--- config.mk ---
export PLATFORM = sky130hd
export DESIGN_NAME = poci_tx
export DESIGN_NICKNAME = d
export VERILOG_FILES = /design/src/rtl/poci_pkg.sv /design/src/rtl/p2s_shift_register.sv /design/src/rtl/poci_tx.sv
export SDC_FILE = /design/constraint.sdc
export NUM_CORES = 1
export LEC_CHECK = 0
export BUFFER_PORTS_ARGS = -buffer_cell sky130_fd_sc_hd__buf_2
export CELL_PAD_IN_SITES_DETAIL_PLACEMENT = 0
export CELL_PAD_IN_SITES_GLOBAL_PLACEMENT = 1
export CORE_ASPECT_RATIO = 0.75
export CORE_MARGIN = 3
export CORE_UTILIZATION = 25
export DETAILED_ROUTE_END_ITERATION = 8
export PLACE_DENSITY_LB_ADDON = 0.15
export SETUP_SLACK_MARGIN = 0.05
export SYNTH_ARGS = -nofsm -noshare
export SYNTH_HDL_FRONTEND = slang
export SYNTH_SLANG_ARGS = --single-unit
--- constraint.sdc ---
create_clock -name sclk -period 2 [get_ports sclk]
set_input_delay 0.3 -clock sclk [delete_from_list [all_inputs] [get_ports sclk]]
set_output_delay 0.3 -clock sclk [all_outputs]
set_load 0.01 [all_outputs]
--- src/rtl/poci_pkg.sv ---
// poci_pkg -- shared definitions for the POCI (peripheral-out) serial transmitter.
//
// Contents:
//   POCI_DATA_W      default register/address width
//   ST_*_C           raw 2-bit state encodings, kept so older code and checkers
//                    can compare against a plain logic [1:0] debug bus
//   poci_state_e     transmitter FSM state type (IDLE, ARMED, SHIFT)
//
// Optional feature macro (consumed by poci_tx): POCI_TX_PARITY_EN.

package poci_pkg;

  localparam int POCI_DATA_W = 8;

  localparam logic [1:0] ST_IDLE_C  = 2'd0;
  localparam logic [1:0] ST_ARMED_C = 2'd1;
  localparam logic [1:0] ST_SHIFT_C = 2'd2;

  typedef enum logic [1:0] {
    POCI_IDLE  = ST_IDLE_C,
    POCI_ARMED = ST_ARMED_C,
    POCI_SHIFT = ST_SHIFT_C
  } poci_state_e;

endpackage : poci_pkg

--- src/rtl/p2s_shift_register.sv ---
// p2s_shift_register -- parallel-in, serial-out shift register, MSB first.
//
// Ports:
//   clk_i    in   clock, rising edge
//   rst_ni   in   asynchronous active-low reset, clears the register
//   load_i   in   capture data_i this edge (wins over shift_i)
//   shift_i  in   shift left by one this edge, zero-filling the LSB
//   data_i   in   W-bit parallel load value
//   msb_o    out  current MSB, i.e. the bit presented on the serial line

module p2s_shift_register #(
  parameter int W = 8
) (
  input  logic         clk_i,
  input  logic         rst_ni,
  input  logic         load_i,
  input  logic         shift_i,
  input  logic [W-1:0] data_i,
  output logic         msb_o
);

  logic [W-1:0] shreg_q;
  logic [W-1:0] shreg_d;

  always_comb begin
    shreg_d = shreg_q;
    if (load_i) begin
      shreg_d = data_i;
    end else if (shift_i) begin
      shreg_d = {shreg_q[W-2:0], 1'b0};
    end
  end

  always_ff @(posedge clk_i or negedge rst_ni) begin
    if (!rst_ni) begin
      shreg_q <= '0;
    end else begin
      shreg_q <= shreg_d;
    end
  end

  assign msb_o = shreg_q[W-1];

endmodule : p2s_shift_register

--- src/rtl/poci_tx.sv ---
// poci_tx -- SPI POCI read-burst transmitter.
//
// A read burst is armed with a start address, then streams register bytes
// MSB first on serial_out, one bit per sclk rising edge, back-to-back with
// no gap bits. rd_addr always points at the next byte to be loaded; the
// external register mux returns rd_data combinationally from it.
//
// Ports:
//   sclk              in   SPI clock, all state on rising edge
//   rstn              in   asynchronous active-low reset
//   start_addr        in   DATA_W  first register address of a burst
//   start_addr_valid  in   strobe qualifying start_addr
//   tx_en             in   high for the whole frame; low aborts
//   rd_data           in   DATA_W  register contents at rd_addr
//   rd_addr           out  DATA_W  register select to the read mux
//   serial_out        out  POCI data, MSB first; IDLE_LEVEL when not shifting
//   byte_done         out  one-cycle pulse after each byte's final bit
//   busy              out  high in ARMED or SHIFT
//   dbg_state_o       out  raw FSM state (see poci_pkg ST_*_C)
//
// Handshake: start_addr_valid is a one-cycle strobe with no ready; it is
// accepted in IDLE and ARMED and silently dropped in SHIFT. tx_en is a level.
//
// Optional feature: define POCI_TX_PARITY_EN to append one even-parity bit
// after every byte (DATA_W+1 bit periods per byte).

module poci_tx
  import poci_pkg::*;
#(
  parameter int   DATA_W     = POCI_DATA_W,
  parameter logic IDLE_LEVEL = 1'b0
) (
  input  logic              sclk,
  input  logic              rstn,
  input  logic [DATA_W-1:0] start_addr,
  input  logic              start_addr_valid,
  input  logic              tx_en,
  input  logic [DATA_W-1:0] rd_data,
  output logic [DATA_W-1:0] rd_addr,
  output logic              serial_out,
  output logic              byte_done,
  output logic              busy,
  output logic [1:0]        dbg_state_o
);

`ifdef POCI_TX_PARITY_EN
  localparam int BITS_PER_BYTE = DATA_W + 1;
`else
  localparam int BITS_PER_BYTE = DATA_W;
`endif
  localparam int              CNT_W    = $clog2(BITS_PER_BYTE);
  localparam logic [CNT_W-1:0] BIT_LAST = CNT_W'(BITS_PER_BYTE - 1);

  poci_state_e       state_q,     state_d;
  logic [DATA_W-1:0] rd_addr_q,   rd_addr_d;
  logic [CNT_W-1:0]  bit_cnt_q,   bit_cnt_d;
  logic              byte_done_q, byte_done_d;

  logic sh_load;
  logic sh_shift;
  logic sh_msb;
  logic line_bit;

  always_comb begin
    state_d     = state_q;
    rd_addr_d   = rd_addr_q;
    bit_cnt_d   = bit_cnt_q;
    byte_done_d = 1'b0;
    sh_load     = 1'b0;
    sh_shift    = 1'b0;

    case (state_q)
      POCI_IDLE: begin
        if (start_addr_valid) begin
          rd_addr_d = start_addr;
          state_d   = POCI_ARMED;
        end
      end

      POCI_ARMED: begin
        // A new address takes priority over tx_en: rd_data still reflects
        // the old address this cycle, so loading now would send stale data.
        if (start_addr_valid) begin
          rd_addr_d = start_addr;
        end else if (tx_en) begin
          sh_load   = 1'b1;
          rd_addr_d = rd_addr_q + DATA_W'(1);
          bit_cnt_d = '0;
          state_d   = POCI_SHIFT;
        end
      end

      POCI_SHIFT: begin
        // Abort beats the byte-boundary reload: no byte_done, address kept.
        if (!tx_en) begin
          bit_cnt_d = '0;
          state_d   = POCI_IDLE;
        end else if (bit_cnt_q == BIT_LAST) begin
          sh_load     = 1'b1;
          rd_addr_d   = rd_addr_q + DATA_W'(1);
          bit_cnt_d   = '0;
          byte_done_d = 1'b1;
        end else begin
          sh_shift  = 1'b1;
          bit_cnt_d = bit_cnt_q + CNT_W'(1);
        end
      end

      default: begin
        state_d   = POCI_IDLE;
        bit_cnt_d = '0;
      end
    endcase
  end

  always_ff @(posedge sclk or negedge rstn) begin
    if (!rstn) begin
      state_q     <= POCI_IDLE;
      rd_addr_q   <= '0;
      bit_cnt_q   <= '0;
      byte_done_q <= 1'b0;
    end else begin
      state_q     <= state_d;
      rd_addr_q   <= rd_addr_d;
      bit_cnt_q   <= bit_cnt_d;
      byte_done_q <= byte_done_d;
    end
  end

  p2s_shift_register #(
    .W (DATA_W)
  ) u_shreg (
    .clk_i   (sclk),
    .rst_ni  (rstn),
    .load_i  (sh_load),
    .shift_i (sh_shift),
    .data_i  (rd_data),
    .msb_o   (sh_msb)
  );

`ifdef POCI_TX_PARITY_EN
  // Even parity of the byte being sent, captured alongside the shift-register
  // load and presented during the extra bit period at the end of the byte.
  logic parity_q;
  logic parity_d;

  always_comb begin
    parity_d = parity_q;
    if (sh_load) begin
      parity_d = ^rd_data;
    end
  end

  always_ff @(posedge sclk or negedge rstn) begin
    if (!rstn) begin
      parity_q <= 1'b0;
    end else begin
      parity_q <= parity_d;
    end
  end

  assign line_bit = (bit_cnt_q == BIT_LAST) ? parity_q : sh_msb;
`else
  assign line_bit = sh_msb;
`endif

  assign serial_out  = (state_q == POCI_SHIFT) ? line_bit : IDLE_LEVEL;
  assign rd_addr     = rd_addr_q;
  assign byte_done   = byte_done_q;
  assign busy        = (state_q != POCI_IDLE);
  assign dbg_state_o = state_q;

endmodule : poci_tx

==> results.ini <==
[synthesis]
yosys_warnings = 0
synthCells = 139
synthFlopType = dfrtp_1
syn-cell-area_mm2 = 0.00135
synth_nets = 166
synth-edff-count = 0
yosysSeqAreaShare_pct = 40.7
ys_ff_latch = 22
synth_cell_type_count = 35
async_flop_share_pct = 100
avgSynthCellArea_um2 = 9.72

[critical_path]
required_ps = 2170
crit_family = compound AO/OA/AOI/OAI gates
path_buf_inv = 1
crit_fanout = 8
crit_chain = inv_1, ha_1, a21bo_2, nand2_1, o31ai_1, a22o_2
critPathKind = reg -> reg
cp_slowest_stage_delay_ps = 450
cp.arrival_ps = 2020
end_kind = flop
cp_slowest_cell = ha_1
startpoint_type = flop

[place]
place_congestion = 0.762
port_buffers = 32
dpl.hpwl_mm = 2.32
dp_cells = 239

[clocking]
cts_sinks = 22
cts-htree-levels = 1
holdBufCountCts = 0
postCtsSetupRepairBufs = 0
cts_inserted_buffers = 3
path_clk_slew_ps = 100
cts-root-buf = clkbuf_8
clk_latency_ps = 270
tritoncts = done
ctsResizeCount = 0
clock_path_buffers = 2

[global_routing]
antenna_found_initial = 0
grt_max_degree = 23
grt_pass1_wl_mm = 5.50
grt_usage_pct = 10.6
grt_pass1_vias = 1127
overflow = 0

[pwr]
finalPower_w = 0.00251
sw_frac_of_total_pct = 40.6
comb_power_share_pct = 51.8
leakagePower_nw = 0.838
power-per-cell-area_mw_per_mm2 = 1510
pwr-share-clk_pct = 17.1
p_int_w = 0.00149
peakVddDrop_mv = 0.733
p_seq_share_pct = 31.1
p_switching_w = 0.00102

[die]
io_pins = 33
row_count = 22
die_h_um = 69.7
coreArea_mm2 = 0.00506
initial_core_util_pct = 26.7
die_area_mm2 = 0.00633
die_w_um = 90.9

[routing]
drc = 0
wire_per_inst_um = 13.8
drtPass1Iterations = 4
postRouteWirelength_mm = 3.37
via_per_inst = 4.67
antenna_left = 0
drt_iter0_markers = 45
vias = 1139

[timing]
rsz0062_at_grt = true
relSlewSlack_pct = 64.9
fin_crit_sh_pct = 92.2
fin_setup_tns_ps = 0
hold_viol = 13
hold_ws_ps = -11.3
slew_violations = 0
fmax_mhz = 542
period_needed_ps = 1840
worst_slew_pin_slew_ps = 526
fin_skew_ps = 18.2
setup_viol = 0

[layout]
num_antenna_cells = 0
multi_input_area_um2 = 746
drive_gt1_share_pct = 34.3
layout.cells.non_filler = 244
final-seq-area_um2 = 551
fillCellCount = 565
final_common_cell = buf_2
final_util_pct = 32.9
final_cell_mix = 32 x buf_2, 22 x nand2_1, 22 x dfrtp_1
syn2layout_area_growth_pct = 23.3
fin_nets = 200

[run_status]
violations = hold timing
status = complete, but fails checks

[hold_path]
hold_class = in -> async

[job]
maxCapViolCount = 0

## per-stage QoR
stage / setup slack, ps / hold slack, ps / cell area [um^2]
3_5_place_dp: 65.0 / 316 / 1570
5_1_grt: 38.8 / 40.7 / 1670
4_1_cts: 71.5 / 11.0 / 1640
3_3_place_gp: 118 / 318 / 1570
2_1_floorplan: 187 / 4.41 / 1350
6_report: 156 / -11.3 / 1670
## synth_stat cells (2+ instances only)
cell type	n	share of area [%]
buf_6	3	2.5
nor2_1	6	1.7
mux2i_1	7	5.2
and3_1	2	0.93
nand2b_1	2	0.93
nand2_1	22	6.1
dfrtp_1	22	41
buf_2	3	1.1
o211ai_1	6	3.3
and2_1	2	0.93
nand3_1	2	0.74
nand4_1	2	0.93
o31ai_1	2	1.1
a22o_2	6	4.4
ha_1	7	6.5
mux2_2	2	1.7
o41ai_1	3	1.9
a21oi_1	6	2.2
o21ai_0	12	4.4
inv_1	7	1.9
## power groups by stage
stage	Clock, W	Combinational [W]	Sequential, W
after global placement	0	0.00123	0.000782
after floorplan	0	0.000912	0.000795
after detailed placement	0	0.00125	0.000783
final	0.000428	0.00130	0.000782
after global routing	0.000461	0.00145	0.000812
after CTS	0.000447	0.00125	0.000774
## layout make-up
class	count	share of cell area (%)
clock buffers	3	2.48
well taps	72	5.41
repair buffers	35	11.0
clock inverters	1	1.80
inverters	7	1.58
multi-input cells	104	44.7
flip-flops and latches	22	33.0
## routing by layer
metal	part of all wire [%]	vias up	global-route usage [%]
met1	51	537	14.1
met2	44	28	17.2
met4	0.62	0	2.34
li1	-	572	-
met3	5.2	2	3.04
met5	0	-	0
## logic make-up (layout without fill, tap and decap cells)
| kind of cell | Yosys count | count (layout) | synth area share [%] |
|---|---|---|---|
| mux | 10 | 10 | 7.96 |
| simple gates | 43 | 43 | 15.4 |
| buf+inv | 14 | 46 | 5.83 |
| fa+ha+maj | 7 | 7 | 6.48 |
| compound gates | 43 | 44 | 23.6 |
| flops | 22 | 22 | 40.7 |
## registers in the layout, indices dropped and copies added, names as in the netlist
name             flops
dbg_state_o          2
bit_cnt_q            3
rd_addr              8
u_shreg.shreg_q      8
byte_done            1
## final timing paths
check	start	end	slack, ps	depth (start not counted)
setup / recovery	dbg_state_o[0]	rd_addr[3]	160	6
hold / removal	rstn	u_shreg.shreg_q[4]	-10	1
setup reg to reg	dbg_state_o[0]	rd_addr[3]	160	6
hold reg to reg	bit_cnt_q[1]	bit_cnt_q[1]	520	1
max in group asynchronous	rstn	rd_addr[1]	1640	1
min in group sclk	rd_data[2]	u_shreg.shreg_q[2]	220	3
(Power assumes the default switching activity.)
